File: config.mk
export PLATFORM = sky130hd
export DESIGN_NAME = spi_slave_transfer_engine
export DESIGN_NICKNAME = d
export VERILOG_FILES = /design/src/rtl/spi_slave_pkg.sv /design/src/rtl/spi_input_synchronizer.sv /design/src/rtl/spi_slave_transfer_engine.sv
export SDC_FILE = /design/constraint.sdc
export NUM_CORES = 1
export LEC_CHECK = 0
export CAP_MARGIN = 20
export CORE_ASPECT_RATIO = 1.75
export CORE_MARGIN = 5
export CORE_UTILIZATION = 35
export DETAILED_ROUTE_END_ITERATION = 12
export GPL_TIMING_DRIVEN = 1
export MAX_ROUTING_LAYER = met4
export PLACE_DENSITY_LB_ADDON = 0.1
export SLEW_MARGIN = 30
export SYNTH_ARGS = -nofsm -noshare
export SYNTH_HDL_FRONTEND = slang
export SYNTH_HIERARCHICAL = 1
export SYNTH_SLANG_ARGS = --single-unit
File: constraint.sdc
create_clock -name clock -period 2.19 [get_ports clock]
set_input_delay 0.5475 -clock clock [delete_from_list [all_inputs] [get_ports clock]]
set_output_delay 0.5475 -clock clock [all_outputs]
set_load 0.005 [all_outputs]
File: src/rtl/spi_slave_pkg.sv
// Shared types and constants for the SPI responder-side transfer engine.
package spi_slave_pkg;

  typedef enum logic [1:0] {
    WAIT_SS_HIGH,
    IDLE,
    SHIFT,
    DONE
  } state_t;

  typedef struct packed {
    logic cpol;
    logic cpha;
  } spi_mode_t;

  localparam int unsigned SYNC_STAGES = 2;

  // Ones in bits [len:0], zeros above.
  function automatic logic [31:0] len_mask(input logic [4:0] len);
    return 32'hFFFF_FFFF >> (5'd31 - len);
  endfunction

endpackage

File: src/rtl/spi_input_synchronizer.sv
// Multi-stage synchronizer for an asynchronous pin plus registered-level edge detection.
module spi_input_synchronizer
  import spi_slave_pkg::*;
(
  input  logic clock,
  input  logic reset,
  input  logic async_in,
  output logic sync,
  output logic rise,
  output logic fall
);

  logic [SYNC_STAGES-1:0] stages;
  logic                   prev;

  // Stages reset low so a pin already held high is seen as a fresh rising level.
  always_ff @(posedge clock) begin
    if (!reset) begin
      stages <= '0;
      prev   <= 1'b0;
    end else begin
      stages <= {stages[SYNC_STAGES-2:0], async_in};
      prev   <= stages[SYNC_STAGES-1];
    end
  end

  assign sync = stages[SYNC_STAGES-1];
  assign rise = sync & ~prev;
  assign fall = ~sync & prev;

endmodule

File: src/rtl/spi_slave_transfer_engine.sv
// SPI responder transfer engine: multi-lane MSB-first shift in/out, word-masked rx bus.
module spi_slave_transfer_engine
  import spi_slave_pkg::*;
#(
  parameter int unsigned N_CHANNELS   = 3,
  parameter int unsigned OUTPUT_WIDTH = 32
) (
  input  logic                                      clock,
  input  logic                                      reset,
  input  logic                                      spi_sclk,
  input  logic                                      spi_ss_n,
  input  logic [N_CHANNELS-1:0]                     spi_mosi,
  output logic [N_CHANNELS-1:0]                     spi_miso,
  input  logic                                      clock_polarity,
  input  logic                                      clock_phase,
  input  logic [4:0]                                transfer_length,
  input  logic [N_CHANNELS-1:0][OUTPUT_WIDTH-1:0]   tx_data,
  input  logic                                      tx_data_valid,
  output logic                                      tx_ready,
  output logic [N_CHANNELS-1:0][OUTPUT_WIDTH-1:0]   rx_data,
  output logic                                      rx_valid,
  output logic                                      transfer_aborted,
  output logic                                      tx_underrun
);

  localparam logic [4:0] MAX_LEN = 5'(OUTPUT_WIDTH - 1);

  state_t    state, state_next;
  spi_mode_t mode_q;
  logic [4:0] len_q, len_in;
  logic [5:0] bit_cnt;
  logic       drive, tx_have;
  logic [N_CHANNELS-1:0][OUTPUT_WIDTH-1:0] tx_hold, tx_shift, rx_next, rx_masked;
  logic [N_CHANNELS-1:0][OUTPUT_WIDTH-2:0] rx_shift;
  logic [SYNC_STAGES-1:0][N_CHANNELS-1:0]  mosi_pipe;
  logic [N_CHANNELS-1:0] mosi_sync;
  logic [31:0] mask;
  logic sclk_sync, sclk_rise, sclk_fall, ss_sync, ss_rise, ss_fall;
  logic sclk_edge, lead_edge, trail_edge, sample_edge, shift_edge;
  logic frame_start, sample_now, shift_now, finish_now, abort_now, tx_capture;

  spi_input_synchronizer u_sclk_sync (
    .clock(clock), .reset(reset), .async_in(spi_sclk),
    .sync(sclk_sync), .rise(sclk_rise), .fall(sclk_fall)
  );

  spi_input_synchronizer u_ss_sync (
    .clock(clock), .reset(reset), .async_in(spi_ss_n),
    .sync(ss_sync), .rise(ss_rise), .fall(ss_fall)
  );

  // Same depth as the sclk path, so mosi_sync is the lane value at the detected edge.
  always_ff @(posedge clock) begin
    if (!reset) begin
      mosi_pipe <= '0;
    end else begin
      mosi_pipe[0] <= spi_mosi;
      for (int unsigned i = 1; i < SYNC_STAGES; i++) mosi_pipe[i] <= mosi_pipe[i-1];
    end
  end
  assign mosi_sync = mosi_pipe[SYNC_STAGES-1];

  // A leading edge leaves SCLK away from its idle level.
  assign sclk_edge   = sclk_rise | sclk_fall;
  assign lead_edge   = sclk_edge & (sclk_sync ^ mode_q.cpol);
  assign trail_edge  = sclk_edge & ~(sclk_sync ^ mode_q.cpol);
  assign sample_edge = mode_q.cpha ? trail_edge : lead_edge;
  assign shift_edge  = mode_q.cpha ? lead_edge : trail_edge;

  assign len_in = (transfer_length > MAX_LEN) ? MAX_LEN : transfer_length;
  assign mask   = len_mask(len_q);

  always_comb begin
    for (int unsigned l = 0; l < N_CHANNELS; l++) begin
      rx_next[l]   = {rx_shift[l], mosi_sync[l]};
      rx_masked[l] = rx_next[l] & mask[OUTPUT_WIDTH-1:0];
      spi_miso[l]  = (state == SHIFT && drive) ? tx_shift[l][len_q] : 1'b0;
    end
  end

  assign tx_ready = (state == IDLE) && !ss_fall;

  always_ff @(posedge clock) begin
    if (!reset) state <= WAIT_SS_HIGH;
    else        state <= state_next;
  end

  always_comb begin
    state_next  = state;
    frame_start = 1'b0;
    sample_now  = 1'b0;
    shift_now   = 1'b0;
    finish_now  = 1'b0;
    abort_now   = 1'b0;
    tx_capture  = 1'b0;
    unique case (state)
      WAIT_SS_HIGH: if (ss_sync) state_next = IDLE;
      IDLE: begin
        if (ss_fall) begin
          frame_start = 1'b1;
          state_next  = SHIFT;
        end else begin
          tx_capture = tx_data_valid;
        end
      end
      SHIFT: begin
        shift_now = shift_edge;
        if (sample_edge) begin
          sample_now = 1'b1;
          if (bit_cnt == {1'b0, len_q}) begin
            finish_now = 1'b1;
            state_next = DONE;
          end
        end
        // A completing sample edge wins over a coincident SS_N release.
        if (ss_rise && !finish_now) begin
          abort_now  = 1'b1;
          state_next = IDLE;
        end
      end
      DONE: if (ss_sync) state_next = IDLE;
      default: state_next = WAIT_SS_HIGH;
    endcase
  end

  always_ff @(posedge clock) begin
    if (!reset) begin
      mode_q           <= '0;
      len_q            <= '0;
      bit_cnt          <= '0;
      drive            <= 1'b0;
      tx_have          <= 1'b0;
      tx_hold          <= '0;
      tx_shift         <= '0;
      rx_shift         <= '0;
      rx_data          <= '0;
      rx_valid         <= 1'b0;
      transfer_aborted <= 1'b0;
      tx_underrun      <= 1'b0;
    end else begin
      rx_valid         <= 1'b0;
      transfer_aborted <= 1'b0;
      tx_underrun      <= 1'b0;
      if (tx_capture) begin
        tx_hold <= tx_data;
        tx_have <= 1'b1;
      end
      if (frame_start) begin
        mode_q      <= '{cpol: clock_polarity, cpha: clock_phase};
        len_q       <= len_in;
        bit_cnt     <= '0;
        rx_shift    <= '0;
        drive       <= ~clock_phase;
        tx_have     <= 1'b0;
        tx_shift    <= tx_data_valid ? tx_data : (tx_have ? tx_hold : '0);
        tx_underrun <= ~tx_data_valid & ~tx_have;
      end
      if (sample_now) begin
        for (int unsigned l = 0; l < N_CHANNELS; l++) rx_shift[l] <= rx_next[l][OUTPUT_WIDTH-2:0];
        bit_cnt <= bit_cnt + 6'd1;
      end
      // With CPHA=1 the first shift edge only starts driving the already-loaded MSB.
      if (shift_now) begin
        if (drive) begin
          for (int unsigned l = 0; l < N_CHANNELS; l++) tx_shift[l] <= tx_shift[l] << 1;
        end else begin
          drive <= 1'b1;
        end
      end
      if (finish_now) begin
        rx_data  <= rx_masked;
        rx_valid <= 1'b1;
      end
      if (abort_now) transfer_aborted <= 1'b1;
    end
  end

endmodule
==> impl_metrics.yaml <==
routing:
  antenna_left: 0
  wl_met2_mm: 32.4
  route.met3.wl_mm: 2.21
  vias: 17100
  routed.top_layer: "met4"
  wl_per_cell_um: 19.1
  drt-met1-wl_mm: 24.7
  route.detailed.drc: 0
  totalWireLength_mm: 62.0
  firstDrtPassIters: 5
  vias_per_cell: 5.25
  drtIter0Drc: 968
floorplanning:
  die_height_um: 315
  row_count: 112
  core-area_mm2: 0.0530
  start_util_pct: 35.1
  die_w_um: 184
  die-area_mm2: 0.0581
  boundaryPins: 214
yosys:
  synth-edff-count: 0
  ys_ff_latch: 413
  synth_area_leaders: "dfxtp_1, a21boi_0, nand2_1, o211ai_1, nand3_1"
  synthDistinctLibCells: 45
  synth-simple-area-share_pct: 22.7
  synth_top_cell_by_area: "dfxtp_1"
  avgSynthCellArea_um2: 8.14
  synth_top_area_share_pct: 44.4
  synth_seq_area_share_pct: 44.4
  synthAdderAreaFrac_pct: 0.202
  syn_nets: 2402
  muxShareOfSynthArea_pct: 3.13
  syn_area_mm2: 0.0186
  synthCells: 2288
  yosys_most_used_dff: "dfxtp_1"
  synth_top_family_by_area: "compound AO/OA/AOI/OAI gates"
  synth_compound_area_share_pct: 24.4
  yosys_warnings: 6
  ys_async_sr_fraction_pct: 0
  synth-xor-area-share_pct: 0.356
power_and_ir_drop:
  fin_total_pwr_mw: 17.1
  powerDensity_mw_per_mm2: 704
  vdd_drop_max_mv: 0.453
  power_leakage_nw: 8.25
critical_path:
  end_kind: "output pin"
  cp-start-kind: "flip-flop"
  crit_arrival_ps: 2280
  required_ps: 1640
  worst-setup-path-type: "flip-flop to output pin"
  path_max_fanout: 6
timing:
  post-route-period-util_pct: 129
  hold_ws_ps: 433
  finalWorstSetupSlack_ps: -642
  setup_violations: 58
  hold_viol: 0
  min_period_ps: 2830
  relSlewSlack_pct: 64.0
  max_freq_mhz: 353
  tightest_slew_ps: 538
  tns_ps: -4320
  fin_worst_skew_ps: 20.6
  slew_violations: 0
  rsz0062_at_grt: "true"
placed_design:
  port_buffers: 213
  dpl_cell_area_mm2: 0.0227
  gp_congestion: 0.830
  dpl.hpwl_mm: 43.7
global_routing:
  grt_pass1_wl_mm: 95.7
  antenna_found_initial: 0
  grt_max_degree: 116
  grt_remaining_overflow: 0
  grt_pass1_vias: 16800
  grt_usage_pct: 21.2
clock_tree:
  cts_tree: "yes"
  clock_latency_ps: 550
  clkSlewWorstSetupHoldPaths_ps: 60
  cts_buffer_depth: 3
  root_buffer: "clkbuf_16"
  cts_htree_levels: 2
  cts.sinks: 413
  cts_made_buffers: 43
status:
  violations: "negative setup slack"
  outcome: "finished with violations"
worst_hold_path:
  hold_class: "flip-flop to flip-flop"
layout:
  drive_above_1_share_pct: 13.4
  area_growth_pct: 30.5
  design_area_mm2: 0.0243
  nets: 2653
  antenna_cells: 0
flow_run:
  drv_cap: 0
## report_power, final
part,switching [mW],internal (mW),total [mW],leakage [nW]
combinational,1.08,0.855,1.94,4.24
clock,3.06,4.19,7.25,0.678
sequential,0.157,7.76,7.92,3.34
## metal layers
layer | track usage, % | vias to the layer above
li1 | - | 8389
met1 | 24.2 | 8213
met2 | 38.0 | 378
met3 | 2.14 | 85
met4 | 8.46 | 0
met5 | - | -
## metrics by stage
stage	utilization, %	std cells	setup slack [ps]
after global routing	45.8	3252	-742
after floorplan	-	2288	13.0
after global placement	42.8	3174	-636
after detailed placement	42.8	3174	-665
after CTS	45.7	3250	-741
final	45.8	3252	-642
## final cells by class
class | count | area, um2
clock buffers | 70 | 1350
clock inverters | 4 | 23.8
fillers | 5215 | 28700
inverters | 6 | 22.5
multi-input cells | 1654 | 9630
flip-flops and latches | 413 | 8280
well taps | 684 | 856
repair buffers | 421 | 4130
## flip-flops by register name (all words and copies together) (netlist names)
signal              flops
tx_hold                96
drive                   1
u_sclk_sync/stages      2
tx_underrun             1
rx_valid                1
u_ss_sync/stages        2
mosi_pipe               3
state                   2
u_ss_sync/prev          1
tx_shift               96
rx_data                96
mode_q                  2
len_q                   5
rx_next                93
mosi_sync               3
u_sclk_sync/prev        1
tx_have                 1
transfer_aborted        1
bit_cnt                 6
## worst max-delay path, cell delays in order, from the launching register on
cell	delay, ps
dfxtp_4	410
buf_6	130
buf_12	110
mux4_2	520
a2111oi_4	330
a211oi_2	90
buf_2	140
## synthesized netlist by cell type, types with 7 or more instances
library cell  count
a21boi_0        346
buf_1            21
nand3b_1          8
nand2b_1          7
and2_0           15
and2_1           18
nor2_1           23
o21a_1           17
buf_2            38
clkbuf_1        151
mux4_2           17
o211ai_1        190
nand2_1         690
o21ai_0          12
a21oi_1          21
a21boi_1          9
nand4_1          11
and3_1           18
nor2b_1          10
nand3_1         181
dfxtp_1         413
mux2_2           15
## layout by cell type, fill, tap and decap left out, drive strengths merged, types with 10 or more instances in the layout
cell / count
and2: 33
nor2: 24
a21oi: 21
and3: 18
o211ai: 190
nand3: 181
nor2b: 10
buf: 211
o21a: 17
mux2: 15
o21ai: 12
nand2: 690
dfxtp: 413
nand4: 11
clkdlybuf4s50: 207
mux4: 17
clkbuf: 73
a21boi: 355
## repair_timing
item                                    4_1_cts  5_1_grt
hold buffers                                  0        0
hold endpoints to repair                      0        0
resized for setup                            56       11
gates cloned                                  0        2
pin swaps                                    10        6
endpoints found under the setup margin      104      166
buffers inserted                              4        1
## final timing paths
check | from | endpoint | slack [ps] | cells after the start
max reg2reg | len_q[1] | rx_data[82] | -110 | 10
min reg2reg | u_ss_sync/stages[0] | u_ss_sync/stages[1] | 430 | 1
max | len_q[1] | spi_miso[2] | -640 | 6
min | u_ss_sync/stages[0] | u_ss_sync/stages[1] | 430 | 1
## cell families after synthesis
family	Yosys count
muxes	35
DFF	413
AOI/OAI and AO/OA	615
adders and majority gates	3
xor gates and xnor gates	6
buffers and inverters	221
and+or+nand+nor	995
Power figures use the tool's default switching activity.
